[config.mk]
export PLATFORM = sky130hd
export DESIGN_NAME = imem_program_loader
export DESIGN_NICKNAME = d
export VERILOG_FILES = /design/src/rtl/loader_pkg.sv /design/src/rtl/loader_hold_timer.sv /design/src/rtl/imem_program_loader.sv
export SDC_FILE = /design/constraint.sdc
export NUM_CORES = 1
export LEC_CHECK = 0
export CELL_PAD_IN_SITES_DETAIL_PLACEMENT = 0
export CELL_PAD_IN_SITES_GLOBAL_PLACEMENT = 2
export CORE_UTILIZATION = 27
export DETAILED_ROUTE_END_ITERATION = 6
export GPL_TIMING_DRIVEN = 0
export PLACE_DENSITY_LB_ADDON = 0.05
export SLEW_MARGIN = 20
export SYNTH_ARGS = -nofsm -noshare
export SYNTH_HDL_FRONTEND = slang
export SYNTH_SLANG_ARGS = --single-unit
[constraint.sdc]
create_clock -name clock -period 2.9 [get_ports clock]
set_clock_uncertainty 0.1 [all_clocks]
set_input_delay 0.435 -clock clock [delete_from_list [all_inputs] [get_ports clock]]
set_output_delay 0.435 -clock clock [all_outputs]
set_load 0.02 [all_outputs]
[src/rtl/loader_pkg.sv]
// Shared definitions for the instruction-memory program loader.
// Contents: FSM state encoding, default geometry and hold-timer width.
package loader_pkg;

    typedef enum logic [1:0] {
        ST_IDLE = 2'd0,
        ST_LOAD = 2'd1,
        ST_HOLD = 2'd2,
        ST_RUN  = 2'd3
    } state_t;

    localparam int unsigned ADDR_WIDTH_DEFAULT  = 12;
    localparam int unsigned DATA_WIDTH_DEFAULT  = 32;
    localparam int unsigned HOLD_CYCLES_DEFAULT = 4;
    localparam int unsigned HOLD_TIMER_WIDTH    = 4;

endpackage

[src/rtl/loader_hold_timer.sv]
// Down counter that times the post-load hold phase.
// Ports:
//   clock, reset  - system clock, synchronous active-high reset
//   load          - load load_value into the counter
//   load_value    - cycles-minus-one to count
//   enable        - decrement while nonzero
//   expired_c     - counter is at zero (combinational)
module loader_hold_timer
    import loader_pkg::*;
(
    input  logic                        clock,
    input  logic                        reset,
    input  logic                        load,
    input  logic [HOLD_TIMER_WIDTH-1:0] load_value,
    input  logic                        enable,
    output logic                        expired_c
);

    logic [HOLD_TIMER_WIDTH-1:0] count;

    // Load wins over decrement; the counter parks at zero.
    always_ff @(posedge clock) begin
        if (reset) begin
            count <= '0;
        end else if (load) begin
            count <= load_value;
        end else if (enable && (count != '0)) begin
            count <= count - HOLD_TIMER_WIDTH'(1);
        end
    end

    assign expired_c = (count == '0);

endmodule

[src/rtl/imem_program_loader.sv]
// Streams a program into instruction memory over a valid/ready word interface,
// holding the processor in reset while loading and for a short hold afterwards.
// Ports:
//   clock, reset           - system clock, synchronous active-high reset
//   start, word_count      - begin a load of word_count words (clamped to the depth)
//   in_valid, in_data      - incoming instruction words in address order
//   in_ready               - a word is accepted when in_valid & in_ready
//   imem_wren/address/data - registered imem write port
//   proc_reset             - processor reset request (low only while running)
//   busy                   - loading or holding
//   done                   - one-cycle pulse when the processor is released
module imem_program_loader
    import loader_pkg::*;
#(
    parameter int unsigned ADDR_WIDTH  = ADDR_WIDTH_DEFAULT,
    parameter int unsigned DATA_WIDTH  = DATA_WIDTH_DEFAULT,
    parameter int unsigned HOLD_CYCLES = HOLD_CYCLES_DEFAULT
) (
    input  logic                  clock,
    input  logic                  reset,
    input  logic                  start,
    input  logic [ADDR_WIDTH:0]   word_count,
    input  logic                  in_valid,
    input  logic [DATA_WIDTH-1:0] in_data,
    output logic                  in_ready,
    output logic                  imem_wren,
    output logic [ADDR_WIDTH-1:0] imem_address,
    output logic [DATA_WIDTH-1:0] imem_data,
    output logic                  proc_reset,
    output logic                  busy,
    output logic                  done
);

    localparam int unsigned CNT_WIDTH = ADDR_WIDTH + 1;
    localparam logic [CNT_WIDTH-1:0] DEPTH = {1'b1, {ADDR_WIDTH{1'b0}}};

    state_t                state;
    state_t                state_next;
    logic [CNT_WIDTH-1:0]  word_total;
    logic [CNT_WIDTH-1:0]  word_total_next;
    logic [CNT_WIDTH-1:0]  word_index;
    logic [CNT_WIDTH-1:0]  word_index_next;
    logic [CNT_WIDTH-1:0]  clamped_count_c;
    logic                  accept_c;
    logic                  hold_load_c;
    logic                  hold_expired_c;
    logic                  wren_next;
    logic [ADDR_WIDTH-1:0] address_next;
    logic [DATA_WIDTH-1:0] data_next;
    logic                  in_ready_next;
    logic                  proc_reset_next;
    logic                  busy_next;
    logic                  done_next;

    loader_hold_timer u_hold_timer (
        .clock      (clock),
        .reset      (reset),
        .load       (hold_load_c),
        .load_value (HOLD_TIMER_WIDTH'(HOLD_CYCLES - 1)),
        .enable     (state == ST_HOLD),
        .expired_c  (hold_expired_c)
    );

    // State register.
    always_ff @(posedge clock) begin
        if (reset) begin
            state <= ST_IDLE;
        end else begin
            state <= state_next;
        end
    end

    // Next state, counters and next values of the registered outputs.
    always_comb begin
        state_next      = state;
        word_total_next = word_total;
        word_index_next = word_index;
        wren_next       = 1'b0;
        address_next    = imem_address;
        data_next       = imem_data;
        hold_load_c     = 1'b0;
        accept_c        = in_valid & in_ready;
        // Counts above the depth (only the MSB set pattern and beyond) clamp to a full fill.
        clamped_count_c = word_count[ADDR_WIDTH] ? DEPTH : word_count;

        case (state)
            ST_IDLE, ST_RUN: begin
                if (start) begin
                    word_total_next = clamped_count_c;
                    word_index_next = '0;
                    if (clamped_count_c != '0) begin
                        state_next = ST_LOAD;
                    end else begin
                        state_next  = ST_HOLD;
                        hold_load_c = 1'b1;
                    end
                end
            end
            ST_LOAD: begin
                if (accept_c) begin
                    wren_next       = 1'b1;
                    address_next    = word_index[ADDR_WIDTH-1:0];
                    data_next       = in_data;
                    word_index_next = word_index + CNT_WIDTH'(1);
                    // Last word: ready drops next cycle so nothing extra is taken.
                    if (word_index_next == word_total) begin
                        state_next  = ST_HOLD;
                        hold_load_c = 1'b1;
                    end
                end
            end
            ST_HOLD: begin
                if (hold_expired_c) begin
                    state_next = ST_RUN;
                end
            end
            default: begin
                state_next = ST_IDLE;
            end
        endcase

        in_ready_next   = (state_next == ST_LOAD);
        busy_next       = (state_next == ST_LOAD) || (state_next == ST_HOLD);
        proc_reset_next = (state_next != ST_RUN);
        done_next       = (state == ST_HOLD) && (state_next == ST_RUN);
    end

    // Counters and registered outputs.
    always_ff @(posedge clock) begin
        if (reset) begin
            word_total   <= '0;
            word_index   <= '0;
            in_ready     <= 1'b0;
            imem_wren    <= 1'b0;
            imem_address <= '0;
            imem_data    <= '0;
            proc_reset   <= 1'b1;
            busy         <= 1'b0;
            done         <= 1'b0;
        end else begin
            word_total   <= word_total_next;
            word_index   <= word_index_next;
            in_ready     <= in_ready_next;
            imem_wren    <= wren_next;
            imem_address <= address_next;
            imem_data    <= data_next;
            proc_reset   <= proc_reset_next;
            busy         <= busy_next;
            done         <= done_next;
        end
    end

endmodule
### Word level (Yosys, flattened, before mapping)

Cells that the tools add are included.
W data, S select, Z words.

* output and inout port bits: 49
* flip-flop bits (word level): 81

* bitwise operators: 2
* equal/unequal tests: 10
* add/subtract/negate cells: 2
* multiplexer cells: 18
* reduce and logical (&&, ||, !) cells: 15

Operators by type and width (number)
* $mux W13: 3
* $pmux W13 S2: 1
* $mux W2: 7
* $add A13 B1 Y13 const B: 1
* $eq A13 B13 Y1: 1
* $reduce_bool A13 Y1: 1
* $eq A2 B2 Y1 const B: 4
* $ne A2 B2 Y1 const B: 3
* $pmux W2 S3: 1
* $reduce_or A2 Y1: 3
* $mux W1: 5
* $eq A2 B1 Y1 const B: 2
* $logic_not A4 Y1: 1
* $reduce_and A2 Y1: 2
* $reduce_bool A2 Y1: 2
* $reduce_bool A4 Y1: 1
* $sub A4 B1 Y4 const B: 1
* $reduce_and A3 Y1: 1
* $logic_and A1 B1 Y1: 2
* $logic_not A2 Y1: 1
* $pmux W1 S2: 1
* $and A1 B1 Y1: 1
* $logic_or A1 B1 Y1: 1
* $not A1 Y1: 1

### Logic depth before layout (Yosys ltp)

Gate-level depths: netlist of the first run.

* depth after elaboration: 7
* depth in mapped cells: 11

### Cells and area by module

Synthesis of the first run repeated with hierarchy kept, for this count alone.

* cells, all modules: 473
* area total of the unflattened synthesis: 3731.1 um^2

Modules (own cells, without submodules)
* imem_program_loader: sequential area each 1541.5 um^2, area each 3468.3 um^2, cells an instance 444, times used 1
* loader_hold_timer: sequential area each 80.1 um^2, area each 262.8 um^2, cells an instance 29, times used 1

### Worst setup path before layout of the first run

OpenSTA, ideal clock, no wires.

* path type: register to register
* start point: register word_index[0]
* end point: register busy
* arrival time: 2.361 ns
* path slack: 0.373 ns
* stages on the path, launching flop included: 11
* path buffers: 0
* path through: dfxtp_1 -> ha_1 -> nand3_2 -> nor3_1 -> xnor2_1 -> o221ai_2 -> nor4_4 -> nand2_1 -> a31o_1 -> ha_1 -> nor2_1

* word-level cells in the longest chain between the ends: 7
* elaborated cells between the ends (all ways): 8

Ends and longest elaborated chain
* start: declaration: line imem_program_loader.sv:41 `logic [CNT_WIDTH-1:0] word_index;`
* start signal: assignment: line imem_program_loader.sv:142 `word_index <= word_index_next;`
* $add A13 B1 Y13 (*): line imem_program_loader.sv:104 `word_index_next = word_index + CNT_WIDTH'(1);`
* $eq A13 B13 Y1 (*): line imem_program_loader.sv:106 `if (word_index_next == word_total) begin`
* $mux W2 (*): line imem_program_loader.sv:106
* $mux W2 (*): line imem_program_loader.sv:100 `if (accept_c) begin`
* $pmux W2 S3 (*): line imem_program_loader.sv:86 `case (state)`
* via state_next[0]: line imem_program_loader.sv:38 `state_t state_next;`
* $eq A2 B1 Y1 or $eq A2 B2 Y1 (tied branches): line imem_program_loader.sv:123 `busy_next = (state_next == ST_LOAD) || (state_next == ST_HOLD);`
* $logic_or A1 B1 Y1 (*): line imem_program_loader.sv:123
* end signal: assignment: line imem_program_loader.sv:148 `busy <= busy_next;`
* end: declaration: line imem_program_loader.sv:30 `output logic busy,`

The timed path passes the listed nets; every way through them passes the cells marked *.
A chain may end at the register's enable or synchronous reset.

### Final worst setup path of the first run

* start point: register word_index[1]
* end point: register busy

Same word-level chain as after synthesis.

==> flow_summary_export.csv, run 1 <==
group,metric,value,unit
placement,dp.cells,747,
clock_network,clk_latency,0.34,ns
setup_path,rr_worst_depth,10,
logic_synthesis,synth-xor-area-share,4.03,%
run_status,outcome,"completed",
logic_synthesis,synth_top_area_cell,"dfxtp_1",
floorplan,die_w,119,µm
cells_and_area,final_cell_mix,"107 x nand2_1, 96 x clkdlybuf4s50_1, 79 x dfxtp_1, 71 x a21oi_1, 46 x nor2_1",
grt,grt_max_degree,13,
floorplan,initial_utilization,27.8,%
logic_synthesis,syn_area_per_cell,7.78,µm²
clock_network,cts.sink_count,81,
placement,io_buffer_count,96,
run,max_cap_violations,0,
timing,final_max_slew_viol_count,0,
logic_synthesis,synth-compound-area-share,17.1,%
logic_synthesis,ys_ff_latch,81,
cells_and_area,nFillCells,1410,
setup_path,cp_common_cell,"nand2_1",
grt,grt_pass1_vias,3443,
worst_hold_path,whs_path_depth,2,
logic_synthesis,synth_top_family_by_area,"simple AND/OR/NAND/NOR gates",
worst_hold_path,hold_path_end,"imem_data[10]$_SDFFE_PP0P_",
logic_synthesis,yosys.area_share.simple,28.5,%
cells_and_area,nNetsFinal,638,
setup_path,crit_slowest_cell,"dfxtp_2",
cells_and_area,diodes,0,
setup_path,critPathRequiredTime,3.07,ns
floorplan,die_y,119,µm
logic_synthesis,yosysWarnings,0,
setup_path,cp_cell_sequence,"ha_2 -> xnor2_1 -> nand2_1 -> a311oi_2 -> nand4_1 -> nor4_4 -> nand2_1 -> a31o_1 -> ha_1 -> nor2_1",
placement,gp_congestion,0.743,
cells_and_area,finalNonFillerCells,763,
route,routed_wirelength,11.1,mm
clock_network,hold_buffers,0,
setup_path,critPathKind,"reg2reg",
setup_path,cp_slowest_stage_delay,0.40,ns
timing,setup-violations-final,0,
logic_synthesis,synth_mux_area_share,0,%
timing,slew_headroom,54.6,%
grt,gr-total-overflow,0,
pwr,peakVddDrop,0.236,mV
setup_path,cp_max_fo,6,
grt,antenna_found_initial,0,
timing,fmax,0.365,GHz
cells_and_area,layout-drive-gt1-share,7.50,%
floorplan,dieArea,14200,µm²
worst_hold_path,min_path_type,"reg2reg",
logic_synthesis,async_flop_share,0,%
logic_synthesis,synth-edff-count,0,
route,drc,0,
setup_path,r2r_slack,0.16,ns
pwr,power_density,592,nW/µm²
grt,grt_pass1_wl,18.2,mm
setup_path,setup.worst_path.start_class,"flop",
clock_network,numCtsBuffers,9,
route,vias_per_cell,4.63,
route,antenna_left,0,
setup_path,regToRegEndpoint,"busy$_SDFF_PP0_",
setup_path,crit_arrival,2.90,ns
floorplan,num_io_pins,98,
clock_network,h-tree-depth,3,
worst_hold_path,hold_start,"imem_data[10]$_SDFFE_PP0P_",
setup_path,r2r-start,"word_index[1]$_SDFFE_PP0P_",
logic_synthesis,synth.distinct_cells,50,
pwr,p_leak,1.78,nW
clock_network,clockRootBuffer,"clkbuf_16",
cells_and_area,final_common_cell,"nand2_1",
clock_network,cts_max_path_buffers,2,
floorplan,rows,42,
floorplan,core,13300,µm²
timing,min_period,2.74,ns
cells_and_area,syn_to_final_growth,40.6,%
timing,finalCritPeriodShare,94.4,%
timing,setup_tns,0,ns
route,drt_pass1_iterations,4,
logic_synthesis,synth.top_cell.area_share,43.9,%
logic_synthesis,synth_area_leaders,"dfxtp_1 44%, nand2_1 11%, a21oi_1 9.6%",
route,wl_per_cell,14.6,µm
logic_synthesis,ys_seq_area_share,43.9,%
placement,dp_hpwl,8.22,mm
logic_synthesis,synthAdderAreaFrac,2.03,%
timing,worstMarginPinSlew,0.676,ns
setup_path,critPathCaptureType,"flop",
logic_synthesis,postSynthCellCount,475,
logic_synthesis,syn_nets,530,
logic_synthesis,syn_area,3700,µm²
clock_network,cts_tree,"built",
route,drt_iter0_drc,158,
timing,finalHoldViolations,0,
grt,track_usage,16.5,%
clock_network,clk_pin_slew,0.06,ns
logic_synthesis,ys.flop_type,"dfxtp_1",
route,vias,3530,
==> cell usage after synthesis, types with 2 or more instances <==
| master | number |
|---|---|
| nand3_1 | 7 |
| buf_2 | 6 |
| nor2_1 | 46 |
| and2_1 | 2 |
| nor3_1 | 11 |
| a211oi_1 | 3 |
| xor2_1 | 6 |
| nor2b_1 | 2 |
| clkbuf_1 | 21 |
| nand4_1 | 4 |
| nand2b_1 | 2 |
| o21ai_1 | 4 |
| inv_1 | 10 |
| buf_1 | 4 |
| nand3_2 | 2 |
| nand2_1 | 107 |
| nand4_2 | 2 |
| a22oi_1 | 3 |
| o21ai_0 | 12 |
| a31oi_1 | 3 |
| nor3_2 | 3 |
| o21a_1 | 2 |
| a311oi_1 | 3 |
| a21oi_1 | 71 |
| nor3b_1 | 14 |
| dfxtp_1 | 81 |
| a21o_1 | 2 |
| ha_1 | 6 |
| xnor2_1 | 11 |
| nor4_1 | 4 |
| and3_1 | 2 |
==> metal layers <==
metal / vias to the layer above / routed length (µm) / GRT usage [%]
li1: 1832 / - / -
met2: 81 / 4930 / 25.9
met5: - / 0 / 0
met4: 0 / 273 / 8.15
met1: 1602 / 5390 / 21.5
met3: 15 / 539 / 3.26
==> stage by stage <==
stage | worst slack, ns | power [mW] | instance area [µm²] | util (%) | hold slack, ns
finish | 0.162 | 3.08 | 5200 | 39.1 | 0.353
global route | -0.00245 | 3.27 | 5200 | 39.1 | 0.368
CTS | 0.00966 | 3.12 | 5170 | 38.9 | 0.355
detailed placement | -0.185 | 1.99 | 4880 | 36.7 | 0.346
global placement | -0.160 | 1.99 | 4880 | 36.7 | 0.341
floorplan | 0.373 | 1.71 | 3700 | - | 0.350
==> final cells by class <==
type	count	area, µm²	share of cell area (%)
plain buffers	31	129	2.48
clock buffers	11	233	4.48
clock inverters	4	45.0	0.866
inverters	10	37.5	0.722
multi-input cells	352	1930	37.2
flip-flops and latches	81	1630	31.3
well taps	176	220	4.24
repair buffers	98	976	18.8
==> registers in the layout (all words and copies together) (netlist names) <==
register            cells
word_index             13
imem_wren               1
word_total             13
busy                    1
imem_address           12
in_ready                1
state                   2
done                    1
u_hold_timer.count      4
proc_reset              1
imem_data              32
==> critical path, delay by kind of cell, from the launching register on <==
kind	cells	cell delay (ns)
compound gates	2	0.55
xor+xnor	1	0.14
fa+ha+maj	2	0.60
flops	1	0.40
simple gates	5	0.87
==> power by group <==
group / internal, mW / switching, mW
combinational: 0.309 / 0.439
clock: 0.658 / 0.441
sequential: 1.18 / 0.0491
total: 2.15 / 0.928
==> what timing repair did <==
item	in CTS	in global routing
pin swaps	1	2
gates cloned	0	0
resized for setup	3	7
endpoints found under the setup margin	4	11
setup buffers	1	1
==> worst max path at each step <==
| stage | startpoint | endpoint | slack [ns] | depth (start not counted) |
|---|---|---|---|---|
| finish | word_index[1]$_SDFFE_PP0P_ | busy$_SDFF_PP0_ | 0.16 | 10 |
| global placement | word_index[0]$_SDFFE_PP0P_ | busy$_SDFF_PP0_ | -0.16 | 10 |
| floorplan | word_index[0]$_SDFFE_PP0P_ | busy$_SDFF_PP0_ | 0.37 | 10 |
| detailed placement | word_index[0]$_SDFFE_PP0P_ | in_ready$_SDFF_PP0_ | -0.19 | 10 |
| CTS | word_index[1]$_SDFFE_PP0P_ | busy$_SDFF_PP0_ | 0.01 | 10 |
| global route | word_index[1]$_SDFFE_PP0P_ | in_ready$_SDFF_PP0_ | -0.002 | 10 |
==> cells by family after synthesis <==
logic type      Yosys count
compound gates          111
xor+xnor                 17
fa+ha+maj                 6
buf+inv                  42
flops                    81
simple gates            218
Power figures use the tool's default switching activity.
==> inputs of run 2 (changes only) <==
--- a/config.mk
+++ b/config.mk
@@ -9,7 +9,6 @@
 export CELL_PAD_IN_SITES_GLOBAL_PLACEMENT = 2
 export CORE_UTILIZATION = 27
 export DETAILED_ROUTE_END_ITERATION = 6
-export GPL_TIMING_DRIVEN = 0
 export PLACE_DENSITY_LB_ADDON = 0.05
 export SLEW_MARGIN = 20
 export SYNTH_ARGS = -nofsm -noshare
==> constraint.sdc (replaced) <==
create_clock -name clock -period 3 [get_ports clock]
set_clock_uncertainty 0.1 [all_clocks]
set_input_delay 0.45 -clock clock [delete_from_list [all_inputs] [get_ports clock]]
set_output_delay 0.45 -clock clock [all_outputs]
set_load 0.02 [all_outputs]
==> flow_summary_export.csv, run 2 (same netlist as run 1, synthesis figures left out) <==
group,metric,value,unit
run_status,outcome,"completed",
clock_network,hold_buffers,0,
clock_network,clk_latency,0.34,ns
setup_path,crit_start,"word_index[1]$_SDFFE_PP0P_",
floorplan,initial_utilization,27.8,%
pwr,power_density,580,nW/µm²
cells_and_area,final_cell_mix,"107 x nand2_1, 96 x clkdlybuf4s50_1, 81 x dfxtp_1, 71 x a21oi_1, 46 x nor2_1",
floorplan,die_y,119,µm
grt,grt_pass1_wl,17.9,mm
clock_network,numCtsBuffers,9,
route,vias_per_cell,4.74,
clock_network,cts.sink_count,81,
grt,grt_max_degree,45,
timing,final_max_slew_viol_count,0,
floorplan,dieArea,14200,µm²
timing,finalCritPeriodShare,92.9,%
setup_path,rr_worst_depth,10,
setup_path,r2r-start,"word_index[1]$_SDFFE_PP0P_",
floorplan,rows,42,
pwr,p_leak,1.76,nW
run,max_cap_violations,0,
cells_and_area,diodes,0,
pwr,p_total,2.98,mW
clock_network,clockRootBuffer,"clkbuf_16",
clock_network,cts_max_path_buffers,2,
cells_and_area,nNetsFinal,619,
clock_network,h-tree-depth,3,
grt,antenna_found_initial,0,
setup_path,critPathKind,"reg2reg",
timing,finalHoldViolations,0,
floorplan,core,13300,µm²
grt,grt_pass1_vias,3341,
setup_path,critPathCaptureType,"flop",
floorplan,num_io_pins,98,
worst_hold_path,min_path_type,"reg2reg",
cells_and_area,finish.instance_area,5150,µm²
cells_and_area,layout-drive-gt1-share,7.94,%
route,wl_per_cell,14.6,µm
pwr,seqPwrFrac,39.8,%
worst_hold_path,whs_path_depth,2,
route,drc,0,
route,drt_pass1_iterations,6,
grt,track_usage,16.2,%
cells_and_area,nFillCells,1389,
timing,slew_headroom,48.7,%
placement,dp_hpwl,7.69,mm
setup_path,crit_arrival,2.96,ns
timing,fmax,0.359,GHz
route,drt_iter0_drc,164,
placement,io_buffer_count,97,
floorplan,die_w,119,µm
pwr,swShare,29.5,%
worst_hold_path,hold_start,"imem_data[20]$_SDFFE_PP0P_",
placement,place_area,4850,µm²
timing,rsz0062_at_grt,"no",
route,antenna_left,0,
placement,gp_congestion,0.818,
timing,min_period,2.79,ns
pwr,clock_power_share,36.2,%
setup_path,setup.worst_path.start_class,"flop",
route,routed_wirelength,10.8,mm
setup_path,critPathRequiredTime,3.17,ns
route,vias,3523,
pwr,peakVddDrop,0.310,mV
setup_path,cp_max_fo,8,
cells_and_area,largest_reg_flops,32,
pwr,p_int,2.10,mW
timing,setup_tns,0,ns
cells_and_area,top_register,"imem_data",
timing,setup-violations-final,0,
pwr,p_comb_share,23.9,%
cells_and_area,top_regs,"imem_data: 32 flops, word_index: 13 flops, word_total: 13 flops",
grt,gr-total-overflow,0,
pwr,switchingPower,0.881,mW
clock_network,clk_pin_slew,0.06,ns
timing,worstMarginPinSlew,0.769,ns
clock_network,cts_tree,"built",
cells_and_area,syn_to_final_growth,39.2,%
cells_and_area,final_common_cell,"nand2_1",
==> run 2: metal layers <==
metal	GRT usage, %	vias to the layer above	routed length, µm
met5	0	-	0
met4	7.52	0	238
met3	3.50	13	528
met2	25.7	84	4820
met1	20.8	1629	5250
li1	-	1797	-
==> run 2: worst paths after layout <==
check,to,slack (ns)
max,busy$_SDFF_PP0_,0.21
max reg2reg,busy$_SDFF_PP0_,0.21
min,imem_data[20]$_SDFFE_PP0P_,0.35
min reg2reg,imem_data[20]$_SDFFE_PP0P_,0.35
==> run 2: power by group through the flow <==
stage          Sequential, mW  Clock (mW)  Combinational, mW
6_report                 1.19        1.08              0.714
5_1_grt                  1.20        1.17              0.800
4_1_cts                  1.19        1.12              0.723
3_5_place_dp             1.21           0              0.720
3_3_place_gp             1.21           0              0.730
2_1_floorplan            1.24           0              0.407
==> run 2: metrics by stage <==
| stage | util, % | hold WS [ns] | std cells | worst slack [ns] |
|---|---|---|---|---|
| 3_5_place_dp | 36.5 | 0.346 | 729 | 0.160 |
| 5_1_grt | 38.7 | 0.369 | 743 | 0.0111 |
| 2_1_floorplan | - | 0.350 | 475 | 0.473 |
| 3_3_place_gp | 36.5 | 0.341 | 729 | 0.265 |
| 6_report | 38.7 | 0.351 | 743 | 0.212 |
| 4_1_cts | 38.7 | 0.354 | 743 | 0.145 |
==> run 2: area by class of cell <==
| class | count | area, µm² | share of cell area (%) |
|---|---|---|---|
| Clock buffer | 11 | 243 | 4.72 |
| Multi-Input combinational cell | 352 | 1920 | 37.3 |
| Clock inverter | 3 | 42.5 | 0.826 |
| Timing Repair Buffer | 110 | 1060 | 20.7 |
| Inverter | 10 | 37.5 | 0.729 |
| Sequential cell | 81 | 1620 | 31.5 |
| Tap cell | 176 | 220 | 4.28 |
==> run 2: worst max-delay path, cell delays in order, from the launching register on <==
cell      delay [ns]
dfxtp_1         0.44
ha_2            0.30
nand3_2         0.20
nand2b_4        0.24
a311oi_1        0.27
o22ai_1         0.14
nor3_2          0.27
nand2_1         0.11
a31o_1          0.25
ha_1            0.29
nor2_1          0.10
==> run 2: what timing repair did <==
action,CTS,global route
buffers inserted,0,0
resized for setup,0,2
endpoints found under the setup margin,0,3
